[config.mk]
export PLATFORM = sky130hd
export DESIGN_NAME = mux121_scanner
export DESIGN_NICKNAME = d
export VERILOG_FILES = /design/src/rtl/mux121_scanner.sv
export SDC_FILE = /design/constraint.sdc
export NUM_CORES = 1
export LEC_CHECK = 0
export ABC_AREA = 0
export BUFFER_PORTS_ARGS = -buffer_cell sky130_fd_sc_hd__buf_2
export CAP_MARGIN = 20
export CORE_ASPECT_RATIO = 0.6
export CORE_MARGIN = 5
export CORE_UTILIZATION = 57
export CTS_CLUSTER_SIZE = 30
export DETAILED_ROUTE_END_ITERATION = 7
export GPL_TIMING_DRIVEN = 1
export PLACE_DENSITY = 0.84
export SETUP_SLACK_MARGIN = 0.5
export SLEW_MARGIN = 20
export SYNTH_ARGS = -nofsm -noshare
export SYNTH_HDL_FRONTEND = slang
export SYNTH_SLANG_ARGS = --single-unit
[constraint.sdc]
create_clock -name CLK -period 4 [get_ports CLK]
set_input_delay 0.4 -clock CLK [delete_from_list [all_inputs] [get_ports CLK]]
set_output_delay 0.4 -clock CLK [all_outputs]
set_load 0.02 [all_outputs]
[src/rtl/mux121_scanner.sv]
// mux121_scanner: walks the enabled channels of a downstream 12:1 mux (m121).
// For each enabled channel it drives the select, waits SETTLE cycles for the
// mux output to settle, captures Y, and holds the sample until the consumer
// takes it with READY. A one-cycle DONE pulse marks the end of each pass.
module mux121_scanner #(
    parameter int SETTLE = 1   // select-to-capture wait, 1..15 cycles
) (
    input  logic        CLK,
    input  logic        RST,
    input  logic        START,
    input  logic [11:0] MASK,
    input  logic [15:0] Y,
    input  logic        READY,
    output logic        S3,
    output logic        S2,
    output logic        S1,
    output logic        S0,
    output logic [15:0] Q,
    output logic [3:0]  CH,
    output logic        VALID,
    output logic        BUSY,
    output logic        DONE
);

    localparam logic [3:0] SETTLE_CNT = 4'(SETTLE);

    typedef enum logic [2:0] {
        IDLE,
        SEL,
        SETTLE_W,
        CAP,
        HOLD,
        FIN
    } state_t;

    state_t      r_state;
    state_t      w_next;
    logic [11:0] r_mask;     // mask latched at START; the pass never sees later changes
    logic [3:0]  r_ptr;      // channel currently being scanned
    logic [3:0]  r_sel;      // registered select to m121
    logic [3:0]  r_cnt;      // settle countdown
    logic [15:0] r_q;
    logic [3:0]  r_ch;
    logic        r_valid;

    logic [3:0]  w_low_ptr;
    logic        w_low_found;
    logic [3:0]  w_nxt_ptr;
    logic        w_nxt_found;

    // Priority search: lowest set bit of the incoming MASK (pass start) and
    // next set bit of the latched mask strictly above the current pointer.
    // Scanning downward lets the last hit be the lowest qualifying bit.
    always_comb begin
        w_low_ptr   = 4'd0;
        w_low_found = 1'b0;
        w_nxt_ptr   = 4'd0;
        w_nxt_found = 1'b0;
        for (int i = 11; i >= 0; i--) begin
            if (MASK[i]) begin
                w_low_ptr   = 4'(i);
                w_low_found = 1'b1;
            end
            if (r_mask[i] && (4'(i) > r_ptr)) begin
                w_nxt_ptr   = 4'(i);
                w_nxt_found = 1'b1;
            end
        end
    end

    // State register.
    always_ff @(posedge CLK or posedge RST) begin
        if (RST) r_state <= IDLE;
        else     r_state <= w_next;
    end

    // Next-state logic; START is only looked at in IDLE, so it is ignored mid-pass.
    always_comb begin
        w_next = r_state;
        case (r_state)
            IDLE:     if (START) w_next = w_low_found ? SEL : FIN;
            SEL:      w_next = SETTLE_W;
            SETTLE_W: if (r_cnt <= 4'd1) w_next = CAP;
            CAP:      w_next = HOLD;
            HOLD:     if (READY) w_next = w_nxt_found ? SEL : FIN;
            FIN:      w_next = IDLE;
            default:  w_next = IDLE;
        endcase
    end

    // Datapath: mask/pointer bookkeeping, select, settle counter, sample capture.
    // The pointer only ever holds a set mask bit (0..11), so the select can
    // never reach 12..15, and it keeps its last value outside SEL.
    always_ff @(posedge CLK or posedge RST) begin
        if (RST) begin
            r_mask  <= 12'd0;
            r_ptr   <= 4'd0;
            r_sel   <= 4'd0;
            r_cnt   <= 4'd0;
            r_q     <= 16'd0;
            r_ch    <= 4'd0;
            r_valid <= 1'b0;
        end else begin
            case (r_state)
                IDLE: begin
                    if (START) begin
                        r_mask <= MASK;
                        r_ptr  <= w_low_ptr;
                    end
                end
                SEL: begin
                    r_sel <= r_ptr;
                    r_cnt <= SETTLE_CNT;
                end
                SETTLE_W: begin
                    r_cnt <= r_cnt - 4'd1;
                end
                CAP: begin
                    r_q     <= Y;
                    r_ch    <= r_ptr;
                    r_valid <= 1'b1;
                end
                HOLD: begin
                    if (READY) begin
                        r_valid <= 1'b0;
                        if (w_nxt_found) r_ptr <= w_nxt_ptr;
                    end
                end
                default: begin
                end
            endcase
        end
    end

    assign {S3, S2, S1, S0} = r_sel;
    assign Q     = r_q;
    assign CH    = r_ch;
    assign VALID = r_valid;
    assign BUSY  = (r_state != IDLE);
    assign DONE  = (r_state == FIN);

endmodule

==> results.txt <==
- Most common cell in the netlist: sky130_fd_sc_hd__dfrtp_1
- Of all nets on the critical path, the largest fanout is 14.
* Portion of the post-synthesis area used by sequential elements: 0.487
* Core occupancy in the finished layout: 0.692
- In this run the critical register-to-register path is launched from r_ptr[2].
- Critical register-to-register path endpoint: r_ptr[1]
* DRC: 0
* Area added between synthesis and finish: 17.4%
- Final critical delay including setup and external delays: 2.13 ns
- Worst IR drop on VDD: ~0.00052 V
- After synthesis the cells add up to between 2000 and 2500 um2.
* Cell taking the most area after synthesis: sky130_fd_sc_hd__dfrtp_1
- The first global-routing pass estimated 9.79 mm of wire.
* Die extent in y: a little over 60 um
- The worst setup path is launched from a register.
- Total number of vias: 2,080
- Slew at the pin closest to its max-slew limit: 0.896 ns
* Mean Syn Cell Area: around 9.7 um2
* Share of post-route cells with drive strength above 1: 0.329
- Primary flip-flop cell chosen by synthesis mapping: sky130_fd_sc_hd__dfrtp_1
- Worst slew slack as a fraction of its limit: 0.401
* Worst Path Arrival: roughly 2.3 ns
- Syn Nets: 283
* Fill cell count: 314
* Power density normalized to cell area: slightly below 900 nW/um2
- Clock H-tree levels: 2
- Final hold analysis gives a worst-case slack of 0.0312 ns.
* Die extent in x: 94.1 um
* Number of violations reported at the end of detailed-routing iteration 0: 261
- The run finished with clean final reports.
- Port buffering added 58 buffers.
- PostCTS Resize Cnt: 0
- The final-report max-slew violation count came to 0.
- For the final database, setup skew stands at between 0.008 and 0.009 ns.
- For this run, the total global-route usage over all layers was measured as 0.226.
- In this run the worst hold path is classified as input pin to async pin.
- Largest stage delay on the critical path: 0.66 ns
- The critical path starts at r_ptr[2].
* Cells taking the most area after synthesis: sky130_fd_sc_hd__dfrtp_1 49%, sky130_fd_sc_hd__mux2_2 11%, sky130_fd_sc_hd__nand2_1 6.1%
* Final Total Pwr: between 2000 and 2500 uW
* Post-synth EDFFs: 0
* Kind of end point of the critical path: register
- Critical Path RT: approximately 4.2 ns
- Root cell of the clock tree: sky130_fd_sc_hd__clkbuf_8
- The worst register-to-register path has a depth of 6.
* Placement row count: 18
- In this run the standard cell core region covers 4100 um2.
- After synthesis, the share of flip-flops with an asynchronous set or reset is 1.00.
* Post-Route Setup TNS: 0 ns
- Setup Viol. Count Final: 0
- The share of synthesized area in the top cell type comes to 0.487.
* Max capacitance violation total: 0
* RSZ-0062 raised after global routing: false
- Static timing analysis puts the maximum clock frequency at 0.471 GHz.
- CTS tree: yes
* Vias in the first global route: 1,921
- The first detailed-routing pass took 5 iterations.
- Entering global routing, the biggest net connects 48 pins.
- Average via count per standard cell: 5.71
* Critical path cell sequence: or4b_1 -> o21ai_2 -> nor4b_2 -> a22oi_4 -> o21ai_1 -> o22a_1
- Post-CTS setup buffer count: 0
* # IOs: 59
- Once detail routing completed, the nets flagged for antenna violations numbered 0.
* Master of the slowest instance on the critical path: sky130_fd_sc_hd__or4b_1
* # nets final: 337
- Sorting the synthesized cells by how often they occur yields 47 x sky130_fd_sc_hd__dfrtp_1, 39 x sky130_fd_sc_hd__nand2_1, 23 x sky130_fd_sc_hd__mux2_2.
* Flop2flop setup slack: between 1.5 and 2 ns
- Initial antenna violation count: 0
* Total routed wirelength: approximately 6.1 mm
- Fin crit share: 0.531
- The worst setup path is of the register to register kind.
- The later pin in the worst-skew pair is clocked with a latency of just over 0.3 ns.
* Antenna cell count: 0
* Total Die Area: 5690 um2
* Post-synthesis instance total: approximately 250
* Effective utilization at floorplan: 0.590
* Post-CTS Hold Fix Bufs: 0
* Deepest clock path buffer count: 2
- Capturing element of the worst setup path: r_ptr[1]
* CTS buffer count: 5
- After routing the design area is between 2000 and 3000 um2.
* Number of flip-flops and latches in the synthesized netlist: 47
- In this run the static leakage power is 0.00137 uW.
- Yosys cell types: 47
- At the end of routability-driven placement, the weighted congestion stood at about 0.9.
- Hold Fails Final Rpt: 0
- HPWL reported at the end of detailed placement: 4.42 mm
- Num Clock Sinks: between 40 and 50
- Placement Cell Area: about 2700 um2
* Clock slew at reported path FFs: 0.10 ns
* Detail-routed net length per standard cell: 16.9 um
* Total of warnings raised by yosys: 0
* Total overflow reported by the global router: 0
==> logic make-up after synthesis <==
kind of cell,synth area share
and+or+nand+nor,0.180
AOI/OAI and AO/OA,0.171
DFF,0.487
buffers and inverters,0.0419
muxes,0.107
adders and majority gates,0.0104
xor gates and xnor gates,0.00362
==> state kept, by name, summed over array words and instances (netlist names) <==
signal and flops:
r_cnt 4, r_sel 4, r_state 3, Q 16
r_mask 11, CH 4, r_ptr 4, VALID 1
==> how the worst min path moves through the flow <==
stage                end  startpoint  slack (ns)
2_1_floorplan  r_mask[3]   r_mask[3]        0.44
3_3_place_gp   r_mask[1]   r_mask[1]        0.45
3_5_place_dp   r_mask[1]   r_mask[1]        0.46
4_1_cts            Q[15]       Y[15]        0.30
5_1_grt             Q[3]         RST        0.05
6_report            Q[3]         RST        0.03
==> cells in the final DEF (no fill, tap or decap), types with 2 or more instances in the layout <==
cell and instances:
sky130_fd_sc_hd__mux2_2 23, sky130_fd_sc_hd__nor4_1 5, sky130_fd_sc_hd__nor2b_1 4, sky130_fd_sc_hd__nor2_1 15
sky130_fd_sc_hd__nand2_1 39, sky130_fd_sc_hd__nor3_1 10, sky130_fd_sc_hd__a21oi_1 16, sky130_fd_sc_hd__clkbuf_8 5
sky130_fd_sc_hd__o22ai_1 3, sky130_fd_sc_hd__o21ai_1 4, sky130_fd_sc_hd__or3b_1 2, sky130_fd_sc_hd__inv_6 2
sky130_fd_sc_hd__inv_1 9, sky130_fd_sc_hd__inv_2 3, sky130_fd_sc_hd__a31oi_1 2, sky130_fd_sc_hd__o22a_1 2
sky130_fd_sc_hd__nand3_1 4, sky130_fd_sc_hd__a21boi_0 2, sky130_fd_sc_hd__nand2b_1 4, sky130_fd_sc_hd__ha_1 2
sky130_fd_sc_hd__and2_1 3, sky130_fd_sc_hd__dfrtp_1 47, sky130_fd_sc_hd__buf_2 58, sky130_fd_sc_hd__o21ai_0 15
==> worst max-delay path: cells and delay by family (launching register included) <==
family | cells | cell delay (ns)
flip-flops | 1 | 0.58
AND/OR/NAND/NOR | 2 | 0.78
AO/OA/AOI/OAI | 4 | 0.67
==> report_power, final <==
part | switching, uW | total, uW | internal (uW) | leakage, uW
sequential | 258 | 958 | 700 | 0.000571
combinational | 700 | 1210 | 513 | 0.000746
clock | 177 | 303 | 127 | 0.0000489
total | 1130 | 2470 | 1340 | 0.00137
==> metrics by stage <==
step,std cells,setup WS (ns)
CTS,363,1.89
global placement,355,2.02
finish,364,1.87
floorplan,249,2.27
detailed placement,355,1.94
global route,364,1.74
==> area by class of cell <==
class,count,area [um2],area share
flip-flops and latches,47,1180,0.414
multi-input cells,178,1140,0.402
repair buffers,59,310,0.109
well taps,60,75.1,0.0265
clock buffers,5,68.8,0.0243
inverters,12,45.0,0.0159
clock inverters,3,22.5,0.00794
==> layer usage <==
metal  track usage  up-vias  part of all wire
li1              -      981                 -
met1         0.329      980              0.44
met2         0.319      108              0.44
met3        0.0756       11              0.11
met4        0.0802        0             0.015
met5             0        -                 0
(Power assumes the default switching activity.)
